### src/rtl/mem_ctrl_pkg.sv
// Shared definitions for the byte-serial memory controller.
//  - MEM_* request opcodes driven by the MEM stage.
//  - MEM_* access lengths (byte / half / word).
//  - ZERO_WORD, the cleared 32-bit data value.
package mem_ctrl_pkg;

  localparam logic [1:0] MEM_NOP  = 2'd0;
  localparam logic [1:0] MEM_LOAD = 2'd1;
  localparam logic [1:0] MEM_SAVE = 2'd2;

  localparam logic [1:0] MEM_BYTE = 2'd0;
  localparam logic [1:0] MEM_HALF = 2'd1;
  localparam logic [1:0] MEM_WORD = 2'd2;

  localparam logic [31:0] ZERO_WORD = 32'h0000_0000;

endpackage

### src/rtl/mem_ctrl_bytelane.sv
// Byte-lane helper for mem_ctrl (purely combinational).
//  len       in   access length code (MEM_BYTE/HALF/WORD)
//  data      in   32-bit store word
//  dout_sel  in   byte lane of data to drive onto the RAM write bus
//  cap_en    in   a load byte is being captured this cycle
//  cap_sel   in   byte lane receiving the captured load byte
//  n_bytes   out  number of byte accesses for len (1, 2 or 4)
//  dout_byte out  selected store byte
//  lane_we   out  one-hot write enable into the load assembly word
module mem_ctrl_bytelane
  import mem_ctrl_pkg::*;
(
  input  logic [1:0]  len,
  input  logic [31:0] data,
  input  logic [1:0]  dout_sel,
  input  logic        cap_en,
  input  logic [1:0]  cap_sel,
  output logic [2:0]  n_bytes,
  output logic [7:0]  dout_byte,
  output logic [3:0]  lane_we
);

  // NOTE: every variable written in always_comb gets a value before any
  // branch, so no path can leave it unassigned and infer a latch.
  always_comb begin
    n_bytes = 3'd4;
    case (len)
      MEM_BYTE: n_bytes = 3'd1;
      MEM_HALF: n_bytes = 3'd2;
      default:  n_bytes = 3'd4;
    endcase
  end

  assign dout_byte = data[{dout_sel, 3'b000} +: 8];
  assign lane_we   = cap_en ? (4'b0001 << cap_sel) : 4'b0000;

endmodule

### src/rtl/mem_ctrl.sv
// Byte-serial memory controller between the pipeline and an 8-bit RAM.
// Serves the MEM data port (priority) and the IF fetch port; each request
// becomes 1/2/4 sequential little-endian byte accesses, and completion is
// reported with a one-cycle *_fin pulse.
//  clk_in, rst_n_in        clock, asynchronous active-low reset
//  rdy_in                  global ready; low freezes the controller
//  memctl_op/len/addr/data MEM request (held until memctl_fin)
//  memctl_fin, memctl_out  MEM completion pulse and zero-extended load data
//  if_req, if_addr         fetch request (always a 4-byte load)
//  if_fin, if_out          fetch completion pulse and fetched word
//  ram_din                 RAM read data for the previous cycle's ram_a
//  ram_dout, ram_a, ram_wr RAM write data, byte address, write strobe
module mem_ctrl
  import mem_ctrl_pkg::*;
#(
  parameter int ADDR_W = 32,
  parameter int RAM_AW = 17
) (
  input  logic              clk_in,
  input  logic              rst_n_in,
  input  logic              rdy_in,
  input  logic [1:0]        memctl_op,
  input  logic [1:0]        memctl_len,
  input  logic [ADDR_W-1:0] memctl_addr,
  input  logic [31:0]       memctl_data,
  output logic              memctl_fin,
  output logic [31:0]       memctl_out,
  input  logic              if_req,
  input  logic [ADDR_W-1:0] if_addr,
  output logic              if_fin,
  output logic [31:0]       if_out,
  input  logic [7:0]        ram_din,
  output logic [7:0]        ram_dout,
  output logic [RAM_AW-1:0] ram_a,
  output logic              ram_wr
);

  typedef enum logic [1:0] {IDLE, LOAD, STORE, DONE} state_t;
  typedef enum logic {SRC_MEM, SRC_IF} src_t;

  state_t            state_q, state_d;
  src_t              src_q;
  logic [ADDR_W-1:0] addr_q, next_addr;
  logic [31:0]       data_q, asm_q, asm_next;
  logic [1:0]        len_q;
  logic [2:0]        cnt_q, n_bytes;
  logic              wr_q, rdy_q;
  logic [7:0]        din_hold, din_eff, dout_byte;
  logic [3:0]        lane_we;
  logic [1:0]        dout_sel, cap_sel;
  logic              cap_en, mem_legal, load_last, store_last;

  assign mem_legal  = (memctl_op == MEM_LOAD || memctl_op == MEM_SAVE) &&
                      (memctl_len != 2'd3);
  assign next_addr  = addr_q + ADDR_W'(cnt_q) + ADDR_W'(1);
  assign load_last  = (cnt_q == n_bytes);
  assign store_last = (cnt_q == n_bytes - 3'd1);
  assign dout_sel   = cnt_q[1:0] + 2'd1;
  assign cap_sel    = cnt_q[1:0] - 2'd1;
  assign cap_en     = (state_q == LOAD) && (cnt_q != 3'd0);

  // ram_a runs one byte ahead of the capture, so across a freeze the RAM
  // output moves on to the held address. din_hold keeps the byte that was
  // on ram_din in the first frozen cycle and stands in for ram_din until one
  // active cycle has passed, so the pending byte is captured on resume.
  assign din_eff = rdy_q ? ram_din : din_hold;

  // The write strobe must drop in the very cycle rdy_in falls.
  assign ram_wr = wr_q & rdy_in;

  mem_ctrl_bytelane u_bytelane (
    .len       (len_q),
    .data      (data_q),
    .dout_sel  (dout_sel),
    .cap_en    (cap_en),
    .cap_sel   (cap_sel),
    .n_bytes   (n_bytes),
    .dout_byte (dout_byte),
    .lane_we   (lane_we)
  );

  always_comb begin
    asm_next = asm_q;
    for (int k = 0; k < 4; k++) begin
      if (lane_we[k]) asm_next[8*k +: 8] = din_eff;
    end
  end

  always_comb begin
    state_d = state_q;
    case (state_q)
      IDLE: begin
        if (mem_legal)   state_d = (memctl_op == MEM_LOAD) ? LOAD : STORE;
        else if (if_req) state_d = LOAD;
      end
      LOAD:    if (load_last)  state_d = DONE;
      STORE:   if (store_last) state_d = DONE;
      DONE:    state_d = IDLE;
      default: state_d = IDLE;
    endcase
  end

  // NOTE: sequential state uses non-blocking assignments so every register
  // samples the pre-edge values, independent of statement order.
  always_ff @(posedge clk_in or negedge rst_n_in) begin
    if (!rst_n_in)   state_q <= IDLE;
    else if (rdy_in) state_q <= state_d;
  end

  always_ff @(posedge clk_in or negedge rst_n_in) begin
    if (!rst_n_in) begin
      src_q      <= SRC_MEM;
      addr_q     <= '0;
      data_q     <= ZERO_WORD;
      len_q      <= MEM_BYTE;
      cnt_q      <= 3'd0;
      asm_q      <= ZERO_WORD;
      wr_q       <= 1'b0;
      rdy_q      <= 1'b1;
      din_hold   <= 8'h00;
      ram_a      <= '0;
      ram_dout   <= 8'h00;
      memctl_fin <= 1'b0;
      memctl_out <= ZERO_WORD;
      if_fin     <= 1'b0;
      if_out     <= ZERO_WORD;
    end else begin
      rdy_q    <= rdy_in;
      din_hold <= din_eff;
      if (rdy_in) begin
        memctl_fin <= 1'b0;
        if_fin     <= 1'b0;
        case (state_q)
          IDLE: begin
            if (mem_legal || if_req) begin
              cnt_q <= 3'd0;
              asm_q <= ZERO_WORD;
              if (mem_legal) begin
                src_q    <= SRC_MEM;
                addr_q   <= memctl_addr;
                data_q   <= memctl_data;
                len_q    <= memctl_len;
                ram_a    <= memctl_addr[RAM_AW-1:0];
                ram_dout <= memctl_data[7:0];
                wr_q     <= (memctl_op == MEM_SAVE);
              end else begin
                src_q  <= SRC_IF;
                addr_q <= if_addr;
                data_q <= ZERO_WORD;
                len_q  <= MEM_WORD;
                ram_a  <= if_addr[RAM_AW-1:0];
              end
            end
          end
          LOAD: begin
            asm_q <= asm_next;
            if (load_last) begin
              if (src_q == SRC_MEM) begin
                memctl_fin <= 1'b1;
                memctl_out <= asm_next;
              end else begin
                if_fin <= 1'b1;
                if_out <= asm_next;
              end
            end else begin
              cnt_q <= cnt_q + 3'd1;
              if (cnt_q + 3'd1 < n_bytes) ram_a <= next_addr[RAM_AW-1:0];
            end
          end
          STORE: begin
            if (store_last) begin
              wr_q       <= 1'b0;
              memctl_fin <= 1'b1;
            end else begin
              cnt_q    <= cnt_q + 3'd1;
              ram_a    <= next_addr[RAM_AW-1:0];
              ram_dout <= dout_byte;
            end
          end
          default: ;
        endcase
      end
    end
  end

endmodule
### config.mk
export PLATFORM = sky130hd
export DESIGN_NAME = mem_ctrl
export DESIGN_NICKNAME = d
export VERILOG_FILES = /design/src/rtl/mem_ctrl_pkg.sv /design/src/rtl/mem_ctrl_bytelane.sv /design/src/rtl/mem_ctrl.sv
export SDC_FILE = /design/constraint.sdc
export NUM_CORES = 1
export LEC_CHECK = 0
export CAP_MARGIN = 20
export CORE_MARGIN = 10
export CORE_UTILIZATION = 51
export DETAILED_ROUTE_END_ITERATION = 10
export PLACE_DENSITY = 0.89
export SYNTH_ARGS = -nofsm -noshare
export SYNTH_HDL_FRONTEND = slang
export SYNTH_HIERARCHICAL = 1
export SYNTH_SLANG_ARGS = --single-unit
### constraint.sdc
create_clock -name clk_in -period 3.63 [get_ports clk_in]
set_input_delay 0.363 -clock clk_in [delete_from_list [all_inputs] [get_ports clk_in]]
set_output_delay 0.363 -clock clk_in [all_outputs]
set_load 0.005 [all_outputs]
---- Word level (Yosys, flattened, before mapping) ----
Index checks and enable logic that the tools add are counted.
storage, ports and cells
  bits in registers ....................... 190
  input bits .............................. 112
operators by class
  $add $sub $neg .......................... 6
  magnitude comparators ................... 1
  eq/ne operators ......................... 17
  shift operators ......................... 2
  mux-type cells .......................... 44
  bitwise logic cells ..................... 2
  reductions and logical operators ........ 19
operators by type and width
  operator               count
  $mux 17                6
  $mux 32                2
  $mux 8                 8
  $pmux 32 s2            1
  $pmux 17 s3            1
  $shiftx 32x6->8        1
  $add 17x1->17 const B  1
  $add 17x3->17          1
  $pmux 8 s2             1
  $reduce_and 5->1       3
  $ne 2x2->1 const B     7
  $mux 2                 6
  $reduce_and 4->1       3
  $mux 1                 10
  $mux 3                 3
  $pmux 3 s3             1
  $pmux 2 s4             1
  $eq 2x1->1 const B     3
  $eq 2x2->1 const B     3
  $eq 3x3->1             2
  $pmux 3 s2             1
  $reduce_and 3->1       2
  $reduce_and 6->1       1
  $reduce_bool 3->1      2
  other kinds (16)       21

---- Depth between registers and ports, before layout ----
Gate-level depths: netlist (run 1).
  depth in word-level cells ............... 6
  depth in mapped cells ................... 10
  gate-level depth less buffers ........... 9

---- Hierarchy ----
Netlist (run 1), hierarchy kept.
by module, submodules not included
  module             times used  cells an instance  area each (sq um)  sequential area each (sq um)
  mem_ctrl           1           793                8768.4             4755.8
  mem_ctrl_bytelane  1           17                 241.5              0.0

---- Least setup slack after synthesis (run 1) ----
No wires, ideal clock.
  path type ............................... reg-to-reg
  start point ............................. register len_q[1]
  end point ............................... register ram_a[10]
  library setup time ...................... 0.125 ns
  arrival ................................. 2.553 ns
  data required time ...................... 3.505 ns
  setup slack ............................. 0.951 ns
  cell stages (with the launch flop) ...... 11
  path through ............................ dfrtp_1 nor2b_1 inv_1 ha_1 xor2_1 and4_4 or4b_1 buf_2 a21oi_4 buf_12 mux2_4
on the way
  cells in the longest elaborated chain, start to end .. 6
  elaborated cells between the ends (all ways) .. 11
ends and longest elaborated chain
  item                                                  line                     text
  start, declared                                       mem_ctrl.sv:45           logic [1:0] len_q;
  start signal, assigned                                mem_ctrl.sv:142          len_q <= memctl_len;
  $eq 2x1->1 / $logic_not 2->1 (equally long branches)  mem_ctrl_bytelane.sv:27  case (len)
  $pmux 3 s2 *                                          mem_ctrl_bytelane.sv:27
  named net n_bytes[1]                                  mem_ctrl.sv:46           logic [2:0] cnt_q, n_bytes;
  $sub 3x1->3                                           mem_ctrl.sv:57           assign store_last = (cnt_q == n_bytes - 3'd1);
  $eq 3x3->1                                            mem_ctrl.sv:57
  $ne 2x2->1 (no source line)                           -
  $reduce_and 6->1 (no source line) *                   -
  end signal, assigned                                  mem_ctrl.sv:143          ram_a <= memctl_addr[RAM_AW-1:0];
  end signal, assigned                                  mem_ctrl.sv:151          ram_a <= if_addr[RAM_AW-1:0];
  end signal, assigned                                  mem_ctrl.sv:167          if (cnt_q + 3'd1 < n_bytes) ram_a <= next_addr[RAM_AW-1:0];
  end, declared                                         mem_ctrl.sv:34           output logic [RAM_AW-1:0] ram_a,
Mark *: on every way through the listed nets, which the timed path passes. The rest lies on a longest branch.
A chain may end at the register's enable or synchronous reset.

---- Worst setup path in the final report (run 1) ----
  start point ............................. register len_q[1]
  end point ............................... register ram_a[5]
Same word-level chain as after synthesis.

==> metrics.md, run 1 <==
| Metric | Value |
|---|---|
| Status | `complete, no violations` |
| Reg2Reg Setup Slack | `0.58 ns` |
| Max-slew headroom | `0.385` |
| Chip Height | `153 um` |
| Total CTS buffers | `17` |
| Switch share | `0.351` |
| CP max stage cell | `or4b_1` |
| Layout cell share with drive strength beyond 1 | `0.141` |
| Power density over cell area | `875 nW/um2` |
| VDD IR max | `0.000454 V` |
| Setup TNS | `0 ns` |
| CP Cell Sequence | `nor2b_1 -> inv_1 -> ha_1 -> xor2_1 -> and4_4 -> or4b_1 -> a21oi_4 -> buf_4 -> mux2_2` |
| Min-Delay Path Class | `input pin to asynchronous set/reset pin` |
| Dpl cell area | `11000 um2` |
| FMAX | `328 MHz` |
| Post-DP HPWL | `15800 um` |
| Mapped Cells | `810` |
| Delay-heaviest family, CP | `simple AND/OR/NAND/NOR gates` |
| Max_cap viols | `0` |
| Via Count | `6714` |
| Std-Cell Rows | `48` |
| Fin nets | `1099` |
| Via/cell ratio | `5.56` |
| ANT cells | `0` |
| Vias in the first global route | `6966` |
| Fin Clk Skew | `0.0125 ns` |
| Top-area cell type share of the netlist area | `0.525` |
| Syn nets | `939` |
| Critical Path End Type | `flop` |
| Sequential element share of the synthesized area | `0.528` |
| Commonest cells after routing, fill and taps aside | `dfrtp_1, clkdlybuf4s50_1, nand2_1, mux2_2, o21ai_0` |
| CP Max Fanout | `17` |
| RSZ-0062 raised after global routing | `no` |
| CP arrival | `3.36 ns` |
| CTS root buffer | `clkbuf_16` |
| Leak | `5.17 nW` |
| DRT iter0 DRCs | `514` |
| Main synth FF type | `dfrtp_1` |
| Yosys warnings | `6` |
| Combinational Power Share | `0.453` |
| # DRC | `0` |
| Placeable Area | `17300 um2` |
| Post-route cell area | `11600 um2` |
| Startpoint types | `flop` |
| Mapped Area | `9010 um2` |
| Global-route wire length before repair | `36700 um` |
| Slowest cell delay on critical path | `0.62 ns` |
| Number of fill cells | `1323` |
| Die width | `153 um` |
| Multi-input gate area | `3890 um2` |
| CTS tree | `yes` |
| Final setup viols | `0` |
| Clk pin slew, worst setup/hold paths | `0.07 ns` |
| Starting Density | `0.521` |
| Initial antenna violation count | `0` |
| Int Power | `0.00658 W` |
| Drt pass-1 iters | `5` |
| GR Overflow Total | `0` |
| Clk_lat worst skew | `0.43 ns` |
| Fraction of registers with async set/reset | `1.00` |
| Slew @ Worst Pin | `0.916 ns` |
| Synth top area cells | `dfrtp_1, mux2_2, nand2_1` |
| Net Switching | `0.00356 W` |
| Seq cells post-synth | `190` |
| Total GRT Usage | `0.190` |
| Final period utilization | `0.839` |
| Final Hold Vio Count | `0` |
| Antenna viol nets, final | `0` |
| Worst Path Required | `3.94 ns` |
| Avg WL per Cell | `18.5 um` |
| Register area | `4760 um2` |
| Commonest non-fill, non-tap cell in the layout | `dfrtp_1` |
| Num ports | `204` |
| Max-slew violations | `0` |
| Yosys cell types | `51` |
| Synth area leader | `dfrtp_1` |
| Largest net degree at the start of global routing | `132` |
| Sink Count | `190` |
| Routability Congestion | `0.841` |
| Clock network fraction of design power | `0.180` |
| Number of synthesized flops with an enable pin | `0` |
| Crit path buf inv count | `2` |
| Post-Syn Area per Cell | `11.1 um2` |
| Clock Tree Buf Depth | `2` |
| Input/output buffers | `173` |
| Total length of routed wires | `22300 um` |
| Die Area | `23400 um2` |
| H-tree Lvls | `4` |
| CP Class | `flop to flop` |
| Minimum clock period | `3.05 ns` |
| Setup repair bufs after CTS | `0` |
| Synth-to-layout area growth | `28.6%` |
| Sequential share of power | `0.367` |
[path summary, 6_finish.rpt]
path                       startpoint  cells after the start          to
max                          len_q[1]                      9    ram_a[5]
min                          rst_n_in                      2   asm_q[28]
max reg2reg                  len_q[1]                      9    ram_a[5]
min reg2reg                if_out[30]                      2  if_out[30]
max in group asynchronous    rst_n_in                      4   if_out[9]
min in group clk_in        if_out[30]                      2  if_out[30]
[per-layer routing]
metal	GRT usage	wire [um]	part of all wire
met3	0.0539	1320	0.059
met5	0	0	0
met2	0.323	11200	0.50
met1	0.235	9530	0.43
met4	0.0431	208	0.0093
[synth_stat cells, types with 2 or more instances]
master,n
dfrtp_1,189
nand2_1,135
mux2_2,64
o21ai_0,52
mux2i_1,48
inv_1,40
clkbuf_1,36
o211ai_1,34
a22o_1,33
nor2_1,27
a21oi_1,26
ha_1,16
mux2_4,10
xnor2_1,9
mux4_2,8
nor2b_1,8
and3_1,7
a211oi_1,5
buf_1,5
buf_2,5
nand3_1,5
xor2_1,5
a311oi_1,3
nor3b_1,3
a221oi_1,2
and2_1,2
and3b_1,2
buf_6,2
nand2b_1,2
nor3_1,2
nor4_1,2
nor4b_1,2
o21ai_1,2
o31ai_1,2
[power groups by stage]
stage               clock (W)  combinational [W]  sequential, W
detailed placement          0            0.00461        0.00375
global route          0.00196            0.00506        0.00385
floorplan                   0            0.00285        0.00363
finish                0.00183            0.00459        0.00372
global placement            0            0.00442        0.00368
CTS                   0.00185            0.00465        0.00372
[sequential cells by signal (all words and copies together) (netlist names), 2 cells and up]
signal,flops
len_q,2
state_q,2
ram_a,17
asm_q,32
memctl_out,32
din_hold,8
addr_q,17
if_out,32
ram_dout,8
cnt_q,3
data_q,32
[cell families (layout without fill, tap and decap cells)]
group	after synthesis	count (layout)	share of synthesized area
mux	130	130	0.170
flops	190	190	0.528
fa+ha+maj	17	17	0.0244
buf+inv	90	262	0.0418
compound gates	166	166	0.123
xor+xnor	15	15	0.0161
simple gates	202	202	0.0969
[through the flow]
| step | power, W | util | setup WS [ns] | hold WS [ns] | instances |
|---|---|---|---|---|---|
| after floorplan | 0.00648 | - | 0.951 | 0.0674 | 810 |
| after global placement | 0.00810 | 0.633 | 0.570 | 0.460 | 1173 |
| after detailed placement | 0.00836 | 0.634 | 0.506 | 0.474 | 1174 |
| after CTS | 0.0102 | 0.668 | 0.575 | 0.167 | 1205 |
| after global routing | 0.0109 | 0.670 | 0.431 | 0.473 | 1207 |
| final | 0.0101 | 0.670 | 0.583 | 0.442 | 1207 |
[repair_timing]
| item | CTS | global route |
|---|---|---|
| hold buffers | 0 | 1 |
| hold endpoints to repair | 0 | 46 |
| resized for setup | 0 | 0 |
[final cells by class]
class / instances / area share
flip-flops and latches: 190 / 0.410
multi-input cells: 530 / 0.336
repair buffers: 191 / 0.166
clock buffers: 20 / 0.0403
well taps: 225 / 0.0243
inverters: 40 / 0.0130
clock inverters: 11 / 0.00961
(Power assumes the default switching activity.)
==> inputs of run 2 (changes only) <==
Clock period 3.63 ns to 3.2 ns, I/O delays scaled along.
==> run 2 against run 1 <==
Worst setup slack lost 0.27 ns. Combinational power rose by 15%. Cell area hardly changed. Non-clock buffer count up 3. Sequential share of layout area about the same. Via count barely moved. Critical path type unchanged. Clock power rose by 11%. Fmax increased by 5.6%. First-iteration DRC count fell by 5.6%. Sequential cell count stayed put. Global-route usage barely moved. Count of clock-buffer cells in the layout shrank 3.
==> metrics.md, run 2 (synthesis gave the netlist of run 1 again) <==
| Metric | Value |
|---|---|
| # DRC | `0 (unchanged)` |
| Synth-to-layout area growth | `28.7% (about the same)` |
| Sink Count | `190 (unchanged)` |
| Antenna viol nets, final | `0 (unchanged)` |
| Final setup viols | `0 (unchanged)` |
| VDD IR max | `0.000498 V (+9.9%)` |
| Final Hold Vio Count | `0 (unchanged)` |
| Fin cells | `1211 (+0.33%)` |
| CTS root buffer | `clkbuf_16` |
| Chip Height | `153 um (unchanged)` |
| CP max stage cell | `or4b_1` |
| Routability Congestion | `0.855 (+1.7%)` |
| Layout cell share with drive strength beyond 1 | `0.144 (+0.00349)` |
| Input/output buffers | `173 (unchanged)` |
| Max-slew headroom | `0.429 (+0.0442)` |
| ANT cells | `0 (unchanged)` |
| Final period utilization | `0.902 (+0.0625)` |
| Leak | `5.18 nW (+0.15%)` |
| Setup TNS | `0 ns (unchanged)` |
| GR Overflow Total | `0 (unchanged)` |
| Total length of routed wires | `22400 um (+0.62%)` |
| Die width | `153 um (unchanged)` |
| RSZ-0062 raised after global routing | `no` |
| Placed insts | `1178 (+0.34%)` |
| Setup repair bufs after CTS | `0 (unchanged)` |
| FMAX | `347 MHz (+5.6%)` |
| Std-Cell Rows | `48 (unchanged)` |
| Min-Delay Path Class | `input pin to flop` |
| Num ports | `204 (unchanged)` |
| Via/cell ratio | `5.54 (-0.40%)` |
| Max_cap viols | `0 (unchanged)` |
| Critical Path End Type | `flop` |
| Avg WL per Cell | `18.5 um (+0.29%)` |
| Max-slew violations | `0 (unchanged)` |
| Vias in the first global route | `6974 (+0.11%)` |
| Status | `complete, no violations` |
| Drt pass-1 iters | `5 (unchanged)` |
| Global-route wire length before repair | `36700 um (about the same)` |
| Clock Tree Buf Depth | `2 (unchanged)` |
| Commonest non-fill, non-tap cell in the layout | `dfrtp_1` |
| H-tree Lvls | `4 (unchanged)` |
| CTS tree | `yes` |
| Initial antenna violation count | `0 (unchanged)` |
| Clk pin slew, worst setup/hold paths | `0.08 ns (about the same)` |
| Via Count | `6709 (-0.074%)` |
| Placeable Area | `17300 um2 (unchanged)` |
| DRT iter0 DRCs | `485 (-5.6%)` |
| Dpl cell area | `11000 um2 (+0.39%)` |
| Final core occ | `0.670 (about the same)` |
| Die Area | `23400 um2 (unchanged)` |
| Fin Hold WS | `0.472 ns (+0.0297 ns)` |
| Slew @ Worst Pin | `0.850 ns (-0.0658 ns)` |
| CP Cell Sequence | `nor2b_1 -> inv_1 -> ha_1 -> xor2_1 -> and4_4 -> or4b_1 -> a21oi_4 -> buf_12 -> mux2_2` |
| Post-route cell area | `11600 um2 (about the same)` |
| Fin nets | `1102 (+0.27%)` |
| Commonest cells after routing, fill and taps aside | `dfrtp_1, clkdlybuf4s50_1, nand2_1, mux2_2, o21ai_0` |
| Minimum clock period | `2.89 ns (-0.161 ns)` |
| Startpoint types | `flop` |
| Starting Density | `0.521 (unchanged)` |
| CP arrival | `3.21 ns (-0.15 ns)` |
| CP Class | `flop to flop` |
| Worst Path Required | `3.52 ns (-0.42 ns)` |
| Slowest cell delay on critical path | `0.61 ns (about the same)` |
| Number of fill cells | `1261 (-4.7%)` |
| Total CTS buffers | `17 (unchanged)` |
| Post-DP HPWL | `16300 um (+2.8%)` |
| Power density over cell area | `994 nW/um2 (+14%)` |
| Clk_lat worst skew | `0.44 ns (about the same)` |
| Fin Clk Skew | `0.0131 ns (+0.000601 ns)` |
| Largest net degree at the start of global routing | `92 (-30%)` |
| CP Max Fanout | `17 (unchanged)` |
| Total GRT Usage | `0.190 (about the same)` |
-- run 2: cell type report --
type | instances | area, um2 | share of cell area
clock buffer | 17 | 425 | 0.0367
clock inverter | 15 | 145 | 0.0125
inverter | 40 | 150 | 0.0130
multi-input combinational | 530 | 3890 | 0.336
sequential | 190 | 4760 | 0.410
tap | 225 | 282 | 0.0243
timing repair buffer | 194 | 1940 | 0.167
-- run 2: metal layers --
layer  up-vias  share of wire  track usage
li1       3172              -            -
met1      3278           0.42        0.233
met2       234           0.50        0.322
met3        25          0.070       0.0499
met4         0          0.015       0.0595
met5         -              0            0
-- run 2: repair_timing --
action / in CTS / in global routing
hold buffers: 1 / 0
gates resized for setup: 0 / 0
hold endpoints to repair: 87 / 0
-- run 2: worst max-delay path, delay by kind of cell (launching register included) --
family                   cells  cell delay (ns)
buffers and inverters        2             0.29
multiplexers                 1             0.35
adder cells (fa/ha/maj)      1             0.29
XOR/XNOR                     1             0.16
flip-flops                   1             0.45
AO/OA/AOI/OAI                1             0.19
AND/OR/NAND/NOR              3             1.03
-- run 2: power breakdown --
group / total, W / internal, W / switching, W
Combinational: 0.00526 / 0.00284 / 0.00242
Sequential: 0.00422 / 0.00350 / 0.000726
Clock: 0.00204 / 0.00104 / 0.00101
-- run 2: final timing paths --
| path | cells after the start | to | startpoint | slack (ns) |
|---|---|---|---|---|
| worst max-delay path | 9 | ram_a[2] | len_q[1] | 0.31 |
| worst min-delay path | 2 | data_q[11] | memctl_data[11] | 0.47 |
| worst max register to register | 9 | ram_a[2] | len_q[1] | 0.31 |
| worst min register to register | 2 | if_out[27] | if_out[27] | 0.48 |
| max in group asynchronous | 3 | addr_q[16] | rst_n_in | 1.86 |
| min in group asynchronous | 2 | if_out[22] | rst_n_in | 0.51 |
-- run 2: through the flow --
stage,setup WS (ns),power (W)
4_1_cts,0.332,0.0116
3_5_place_dp,0.244,0.00954
5_1_grt,0.143,0.0123
6_report,0.314,0.0115
2_1_floorplan,0.521,0.00735
3_3_place_gp,0.291,0.00924
==> inputs of run 3 (changes only) <==
Settings changed: CORE_UTILIZATION 51 to 50, PLACE_DENSITY 0.89 to 0.88.
==> run 3 against run 2 <==
Via count fell by 0.72%. Global-route usage fell by 0.57 points. Final cell count rose by 0.50%. Clock skew fell by 0.0020 ns. Fmax fell by 2.0%. Clock power rose by 2%. Register-to-register slack got worse by 0.06 ns. Count of clock-buffer cells in the layout rose by 4. Largest cell class unchanged. Highest routed layer unchanged. First-iteration DRC count rose by 0.21%. Cell area rose by 0.21%. Total power barely moved. Core utilization fell by 1.9 points.
==> metrics.md, run 3 (synthesis gave the netlist of run 1 again) <==
| Metric | Value |
|---|---|
| Gates resized, CTS repair | `0 (unchanged)` |
| Chip Height | `154 um (+0.86%)` |
| Commonest cells after routing, fill and taps aside | `dfrtp_1, clkdlybuf4s50_1, nand2_1, mux2_2, o21ai_0` |
| Num ports | `204 (unchanged)` |
| Drt pass-1 iters | `5 (unchanged)` |
| Sink Count | `190 (unchanged)` |
| Routability Congestion | `0.857 (+0.16%)` |
| Clock Tree Buf Depth | `2 (unchanged)` |
| Final Hold Vio Count | `0 (unchanged)` |
| Min-Delay Path Class | `input pin to asynchronous set/reset pin` |
| CTS root buffer | `clkbuf_16` |
| H-tree Lvls | `4 (unchanged)` |
| Antenna viol nets, final | `0 (unchanged)` |
| Final setup viols | `0 (unchanged)` |
| FMAX | `340 MHz (-2.0%)` |
| Via Count | `6661 (-0.72%)` |
| Starting Density | `0.505 (-0.0159)` |
| Fin nets | `1106 (+0.36%)` |
| Startpoint types | `flop` |
| Setup repair bufs after CTS | `0 (unchanged)` |
| Total GRT Usage | `0.185 (-0.00575)` |
| CP arrival | `3.25 ns (+0.04 ns)` |
| Power density over cell area | `993 nW/um2 (-0.16%)` |
| # DRC | `0 (unchanged)` |
| Total length of routed wires | `22000 um (-1.8%)` |
| VDD IR max | `0.000542 V (+8.7%)` |
| Final period utilization | `0.920 (+0.0186)` |
| Via/cell ratio | `5.47 (-1.2%)` |
| Initial antenna violation count | `0 (unchanged)` |
| Die Area | `23800 um2 (+1.7%)` |
| Slew @ Worst Pin | `0.834 ns (-0.0169 ns)` |
| Status | `complete, no violations` |
| Clk_lat worst skew | `0.43 ns (about the same)` |
| Pre-CTS setup slack | `0.270 ns (+0.0260 ns)` |
| Fin Clk Skew | `0.0111 ns (-0.00203 ns)` |
| Critical Path End Type | `flop` |
| Setup TNS | `0 ns (unchanged)` |
| Input/output buffers | `173 (unchanged)` |
| Worst Path Required | `3.51 ns (about the same)` |
| GR Overflow Total | `0 (unchanged)` |
| # hold bufs at CTS | `1 (unchanged)` |
| DRT iter0 DRCs | `486 (+0.21%)` |
| Vias in the first global route | `6894 (-1.1%)` |
| Die width | `154 um (+0.86%)` |
| Commonest non-fill, non-tap cell in the layout | `dfrtp_1` |
| Synth-to-layout area growth | `28.9%` |
| Post-route cell area | `11600 um2 (+0.21%)` |
| Post-DP HPWL | `16300 um (+0.12%)` |
| Max_cap viols | `0 (unchanged)` |
| Global-route wire length before repair | `36100 um (-1.8%)` |
| Layout cell share with drive strength beyond 1 | `0.144 (-0.000292)` |
| Reg2Reg Setup Slack | `0.25 ns (-0.06 ns)` |
| Leak | `5.19 nW (+0.18%)` |
| CTS tree | `yes` |
| RSZ-0062 raised after global routing | `no` |
| CP Class | `flop to flop` |
| CP Max Fanout | `9 (-8)` |
| ANT cells | `0 (unchanged)` |
| Avg WL per Cell | `18.1 um (-2.3%)` |
| Fin worst setup slack | `0.255 ns (-0.0594 ns)` |
| Max-slew violations | `0 (unchanged)` |
| Minimum clock period | `2.95 ns (+0.0594 ns)` |
| Clk pin slew, worst setup/hold paths | `0.06 ns (-0.02 ns)` |
| Largest net degree at the start of global routing | `77 (-16%)` |
| Placeable Area | `17800 um2 (+3.1%)` |
| Power, Total | `0.0115 W (about the same)` |
| Total CTS buffers | `17 (unchanged)` |
| Dpl cell area | `11000 um2 (+0.20%)` |
| Std-Cell Rows | `49 (+2.1%)` |
| Max-slew headroom | `0.441 (+0.0114)` |
-- run 3: worst paths after layout --
path | startpoint | endpoint | cells past startpoint
max reg2reg | len_q[1] | ram_a[11] | 9
min in group clk_in | if_out[26] | if_out[26] | 2
min reg2reg | if_out[26] | if_out[26] | 2
min | rst_n_in | if_out[21] | 2
max in group asynchronous | rst_n_in | if_out[8] | 3
max | len_q[1] | ram_a[11] | 9
-- run 3: power by group --
part / internal (W) / total (W) / switching (W)
Clock: 0.00119 / 0.00209 / 0.000899
Sequential: 0.00350 / 0.00420 / 0.000700
Combinational: 0.00286 / 0.00525 / 0.00239
-- run 3: routing by layer --
metal / up-vias / GRT usage / wire [um]
li1: 3174 / - / -
met1: 3245 / 0.232 / 9420
met3: 22 / 0.0471 / 1400
met5: - / 0 / 0
met4: 0 / 0.0531 / 335
met2: 220 / 0.309 / 10900
-- run 3: area by class of cell --
class	instances	area (um2)
Sequential cell	190	4760
Clock buffer	21	460
Multi-Input combinational cell	530	3890
Timing Repair Buffer	198	1960
Tap cell	229	287
Clock inverter	9	111
Fill cell	1358	6220
Inverter	40	150
-- run 3: critical path, stage by stage (launching register included) --
cell and delay [ns]:
dfrtp_1 0.45, nor2b_1 0.23, inv_1 0.11, ha_1 0.30, xor2_1 0.16, and4_4 0.21
or4b_1 0.62, a21oi_4 0.19, buf_4 0.23, mux2_4 0.32
-- run 3: stage by stage --
step	hold slack, ns	cells	util
6_report	0.488	1217	0.651
5_1_grt	0.487	1217	0.651
4_1_cts	0.477	1217	0.651
3_5_place_dp	0.388	1186	0.619
3_3_place_gp	0.381	1185	0.618
2_1_floorplan	0.0244	810	-
